### src/rtl/lc3b_pipe_ctrl.sv
// Hazard, stall and forwarding controller for the 5-stage LC-3b pipeline.
// Optional performance counters are enabled by defining PIPE_PERF_CNT_EN.
module lc3b_pipe_ctrl #(
    parameter int unsigned MEM_TIMEOUT = 255,
    parameter int unsigned CNT_W       = 8
) (
    input  logic       clk,
    input  logic       reset,
    input  logic [2:0] i_id_src1,
    input  logic [2:0] i_id_src2,
    input  logic       i_id_use1,
    input  logic       i_id_use2,
    input  logic [2:0] i_ex_src1,
    input  logic [2:0] i_ex_src2,
    input  logic       i_ex_ir5,
    input  logic [2:0] i_ex_dest,
    input  logic       i_ex_regwrite,
    input  logic       i_ex_memread,
    input  logic [2:0] i_mem_dest,
    input  logic [2:0] i_wb_dest,
    input  logic       i_mem_regwrite,
    input  logic       i_wb_regwrite,
    input  logic       i_imem_req,
    input  logic       i_imem_resp,
    input  logic       i_dmem_req,
    input  logic       i_dmem_resp,
    input  logic       i_br_taken,
    output logic       o_pc_load,
    output logic       o_if_id_load,
    output logic       o_id_ex_load,
    output logic       o_ex_mem_load,
    output logic       o_mem_wb_load,
    output logic       o_if_id_flush,
    output logic       o_id_ex_flush,
    output logic       o_ex_mem_flush,
    output logic [1:0] o_fwd_a,
    output logic [1:0] o_fwd_b,
`ifdef PIPE_PERF_CNT_EN
    output logic [15:0] o_stall_cycles,
    output logic [15:0] o_bubble_cycles,
    output logic [15:0] o_flush_events,
`endif
    output logic       o_mem_err
);

    typedef enum logic [1:0] {StRun, StMemWait, StError} state_t;

    localparam logic [CNT_W-1:0] TimeoutCnt = CNT_W'(MEM_TIMEOUT);

    state_t           r_state;
    logic [CNT_W-1:0] r_wait_cnt;

    logic w_miss;
    logic w_load_use;
    logic w_freeze;
    logic w_redirect;
    logic w_bubble;

    assign w_miss = (i_imem_req & ~i_imem_resp) | (i_dmem_req & ~i_dmem_resp);

    assign w_load_use = i_ex_memread & i_ex_regwrite &
                        ((i_id_use1 & (i_id_src1 == i_ex_dest)) |
                         (i_id_use2 & (i_id_src2 == i_ex_dest)));

    assign w_freeze   = ~reset & ((r_state == StError) | w_miss);
    assign w_redirect = ~reset & ~w_freeze & i_br_taken;
    assign w_bubble   = ~reset & ~w_freeze & ~i_br_taken & w_load_use;

    always_ff @(posedge clk) begin
        if (reset) begin
            r_state    <= StRun;
            r_wait_cnt <= '0;
        end else begin
            unique case (r_state)
                StRun: begin
                    if (w_miss) begin
                        r_state    <= StMemWait;
                        r_wait_cnt <= CNT_W'(1);
                    end
                end
                StMemWait: begin
                    if (!w_miss) begin
                        r_state    <= StRun;
                        r_wait_cnt <= '0;
                    end else if ((MEM_TIMEOUT != 0) && (r_wait_cnt == TimeoutCnt)) begin
                        r_state <= StError;
                    end else if (r_wait_cnt != '1) begin
                        r_wait_cnt <= r_wait_cnt + CNT_W'(1);
                    end
                end
                StError: r_state <= StError;
                default: begin
                    r_state    <= StRun;
                    r_wait_cnt <= '0;
                end
            endcase
        end
    end

    // Flush dominates load in the pipeline registers, so loads stay 1 on redirect/bubble.
    always_comb begin
        o_pc_load      = 1'b1;
        o_if_id_load   = 1'b1;
        o_id_ex_load   = 1'b1;
        o_ex_mem_load  = 1'b1;
        o_mem_wb_load  = 1'b1;
        o_if_id_flush  = 1'b0;
        o_id_ex_flush  = 1'b0;
        o_ex_mem_flush = 1'b0;
        if (reset) begin
            o_pc_load      = 1'b0;
            o_if_id_load   = 1'b0;
            o_id_ex_load   = 1'b0;
            o_ex_mem_load  = 1'b0;
            o_mem_wb_load  = 1'b0;
            o_if_id_flush  = 1'b1;
            o_id_ex_flush  = 1'b1;
            o_ex_mem_flush = 1'b1;
        end else if (w_freeze) begin
            o_pc_load     = 1'b0;
            o_if_id_load  = 1'b0;
            o_id_ex_load  = 1'b0;
            o_ex_mem_load = 1'b0;
            o_mem_wb_load = 1'b0;
        end else if (w_redirect) begin
            o_if_id_flush  = 1'b1;
            o_id_ex_flush  = 1'b1;
            o_ex_mem_flush = 1'b1;
        end else if (w_bubble) begin
            o_pc_load     = 1'b0;
            o_if_id_load  = 1'b0;
            o_id_ex_flush = 1'b1;
        end
    end

    always_comb begin
        o_fwd_a = 2'b00;
        o_fwd_b = 2'b00;
        if (!reset) begin
            if (i_mem_regwrite && (i_mem_dest == i_ex_src1)) begin
                o_fwd_a = 2'b01;
            end else if (i_wb_regwrite && (i_wb_dest == i_ex_src1)) begin
                o_fwd_a = 2'b10;
            end
            if (!i_ex_ir5) begin
                if (i_mem_regwrite && (i_mem_dest == i_ex_src2)) begin
                    o_fwd_b = 2'b01;
                end else if (i_wb_regwrite && (i_wb_dest == i_ex_src2)) begin
                    o_fwd_b = 2'b10;
                end
            end
        end
    end

    assign o_mem_err = (r_state == StError);

`ifdef PIPE_PERF_CNT_EN
    logic [15:0] r_stall_cycles;
    logic [15:0] r_bubble_cycles;
    logic [15:0] r_flush_events;

    always_ff @(posedge clk) begin
        if (reset) begin
            r_stall_cycles  <= '0;
            r_bubble_cycles <= '0;
            r_flush_events  <= '0;
        end else begin
            if (w_freeze && (r_stall_cycles != 16'hFFFF)) begin
                r_stall_cycles <= r_stall_cycles + 16'd1;
            end
            if (w_bubble && (r_bubble_cycles != 16'hFFFF)) begin
                r_bubble_cycles <= r_bubble_cycles + 16'd1;
            end
            if (w_redirect && (r_flush_events != 16'hFFFF)) begin
                r_flush_events <= r_flush_events + 16'd1;
            end
        end
    end

    assign o_stall_cycles  = r_stall_cycles;
    assign o_bubble_cycles = r_bubble_cycles;
    assign o_flush_events  = r_flush_events;
`endif

endmodule

### config.mk
export PLATFORM = sky130hd
export DESIGN_NAME = lc3b_pipe_ctrl
export DESIGN_NICKNAME = d
export VERILOG_FILES = /design/src/rtl/lc3b_pipe_ctrl.sv
export SDC_FILE = /design/constraint.sdc
export NUM_CORES = 1
export LEC_CHECK = 0
export BUFFER_PORTS_ARGS = -buffer_cell sky130_fd_sc_hd__buf_2
export CAP_MARGIN = 20
export CORE_MARGIN = 2
export CORE_UTILIZATION = 40
export CTS_CLUSTER_DIAMETER = 30
export DETAILED_ROUTE_END_ITERATION = 12
export PLACE_DENSITY = 0.73
export REMOVE_ABC_BUFFERS = 1
export SYNTH_ARGS = -nofsm -noshare
export SYNTH_HDL_FRONTEND = slang
export SYNTH_SLANG_ARGS = --single-unit
### constraint.sdc
create_clock -name clk -period 2.1 [get_ports clk]
set_input_delay 0.525 -clock clk [delete_from_list [all_inputs] [get_ports clk]]
set_output_delay 0.525 -clock clk [all_outputs]
set_load 0.01 [all_outputs]
==> reports/qor.yml <==
outcome: "finished clean"
synth-async-reset-ratio: 0
slowest_delay_ns: 0.27
area_growth_pct: 35.95
rrSetupSlack_ns: 0.37
die_w_um: 51.19
crit_fanout: 2
place_hpwl_um: 1816
end_kind: "primary output"
fill_cells: 211
peakVddDrop_mv: 0.2457
fin_cells: 186
critPathKind: "in2out"
clock-sinks: 10
hold_viol: 0
synth.area.top_cells: "dfxtp_1 (22%), xnor2_1 (16%), nor2_1 (5.5%)"
yosysWarnings: 0
routedWlPerCell_um: 12.26
clock_latency_ns: 0.28
globalplace.congestion: 0.8025
skew_ns: 0.0009808
ys_seq_area_frac: 0.2247
vias_per_cell: 5.172
fmax_mhz: 476.6
synth_top_area_frac: 0.2247
slowest_stage: "a211oi_2"
worstSetupStartpointType: "input port"
hold_ws_ns: 0.5091
cp_num_buf_inv: 2
core_area_um2: 2148
layout-drive-gt1-share: 0.4177
power.leakage_uw: 0.0005173
cts.htree.levels: 1
synth_area_per_cell_um2: 8.026
postSynthCellCount: 111
n_antenna_cell: 0
p_total_uw: 536.3
syn-cell-area_um2: 890.9
grt_setup_unrepaired: "true"
ios: 48
crit_required_ns: 1.57
arrival_ns: 1.57
synth_commonest_cells: "xnor2_1 (16), nor2_1 (13), dfxtp_1 (10)"
cap_violations: 0
ys_ff_latch: 10
worst_pin_slew_ns: 0.4119
drv_slew: 0
r2r_cells: 6
drc: 0
drtIter0Drc: 11
numCtsBuffers: 3
vias: 962
cts_hold_buffers: 0
slew-limit-headroom: 0.7244
grt_pass1_vias: 969
num_rows: 17
synth_cell_types: 42
powerDensity_nw_per_um2: 442.8
antenna_found_initial: 0
grt_max_degree: 16
setup-violations-final: 0
yosysTopAreaCell: "dfxtp_1"
synth-edff-count: 0
critical-path-top-delay-family: "compound AO/OA/AOI/OAI gates"
detail-route-antenna-nets: 0
yosysMostFrequentCell: "xnor2_1"
grt_pass1_wl_um: 3746
period_share: 0.9991
die_h_um: 51.19
hp-class: "reg2reg"
start_util: 0.4147
fin_crit_ns: 2.098
die-area_um2: 2620
detailedRoute.firstPassIterationCount: 4
track_usage: 0.1841
place.port_buffers: 47
cts-root-buf: "clkbuf_4"
tritoncts: "yes"
synth_ff_type: "dfxtp_1"
finalSetupTns_ns: 0
crit_chain: "buf_8 > xnor2_2 > nand4_1 > a211oi_2 > nor2_1 > o21bai_1 > buf_2"
dp_cells: 182
totalWireLength_um: 2280
cts_buffer_depth: 2
min_path_cells: 2
grt-ovfl-total: 0
nets: 195
cp.depth: 7
path_clk_slew_ns: 0.07
[where the power goes]
group | leakage [uW] | switching (uW) | internal (uW)
clock | 0.0000210 | 74.3 | 106
sequential | 0.0000811 | 3.54 | 193
combinational | 0.000415 | 76.4 | 83.2
[cell families (layout without fill, tap and decap cells)]
group                    after synthesis  after routing  share of synthesized area
buffers and inverters                  8             55                    0.05899
AND/OR/NAND/NOR                       47             47                     0.2992
flip-flops                            10             10                     0.2247
XOR/XNOR                              21             21                     0.2065
adder cells (fa/ha/maj)                1              1                    0.01404
AO/OA/AOI/OAI                         24             24                     0.1967
[tightest hold or removal path, cell delays in order, from the launching register on]
cell     delay [ns]
dfxtp_1        0.34
o31ai_1        0.07
a21oi_1        0.06
[final timing paths]
path,startpoint,endpoint
setup / recovery,i_ex_dest[0],o_id_ex_flush
hold / removal,r_wait_cnt[5]$_SDFFE_PP0P_,r_wait_cnt[5]$_SDFFE_PP0P_
setup reg to reg,r_wait_cnt[0]$_SDFFE_PP0P_,r_wait_cnt[5]$_SDFFE_PP0P_
hold reg to reg,r_wait_cnt[5]$_SDFFE_PP0P_,r_wait_cnt[5]$_SDFFE_PP0P_
[cell type report]
class	instances	area, um2	area share
Clock buffer	4	36.28	0.02996
Inverter	2	7.507	0.006198
Multi-Input combinational cell	93	665.6	0.5496
Sequential cell	10	200.2	0.1653
Tap cell	28	35.03	0.02893
Timing Repair Buffer	49	266.5	0.2200
[metrics by stage]
step	area, um2	setup WS, ns	utilization
6_report	1211	0.001980	0.5638
5_1_grt	1211	-0.06688	0.5638
4_1_cts	1167	0.04069	0.5434
3_5_place_dp	1131	0.04581	0.5265
3_3_place_gp	1131	0.09029	0.5265
2_1_floorplan	845.8	0.1528	-
[state kept, by name, summed over array words and instances (netlist names)]
signal	flops
r_state	2
r_wait_cnt	8
[what timing repair did]
item / in CTS / in global routing
resized for setup: 0 / 8
setup endpoints to repair: 0 / 1
buffers inserted: 0 / 0
[cell usage in the layout, fill, tap and decap left out, types with 2 or more instances in the layout]
cell | Yosys | layout
inv_1 | 2 | 2
xnor2_2 | 0 | 3
o21ai_0 | 4 | 4
o21bai_1 | 3 | 3
buf_4 | 4 | 2
xor2_1 | 5 | 5
nand4_1 | 4 | 4
nand2_1 | 6 | 6
xnor2_1 | 16 | 13
a21oi_1 | 5 | 5
nor2_1 | 13 | 13
o2111ai_1 | 2 | 2
clkbuf_4 | 0 | 3
and4_1 | 2 | 2
buf_2 | 0 | 45
nor2b_4 | 2 | 2
nand3_1 | 2 | 2
dfxtp_1 | 10 | 10
nor3_1 | 5 | 5
[routing by layer]
layer	track usage	part of all wire
met2	0.3658	0.56
met1	0.2014	0.38
met3	0.01754	0.050
met4	0.05405	0.016
met5	0	0
Note: power is estimated with default switching activity, not from simulation.
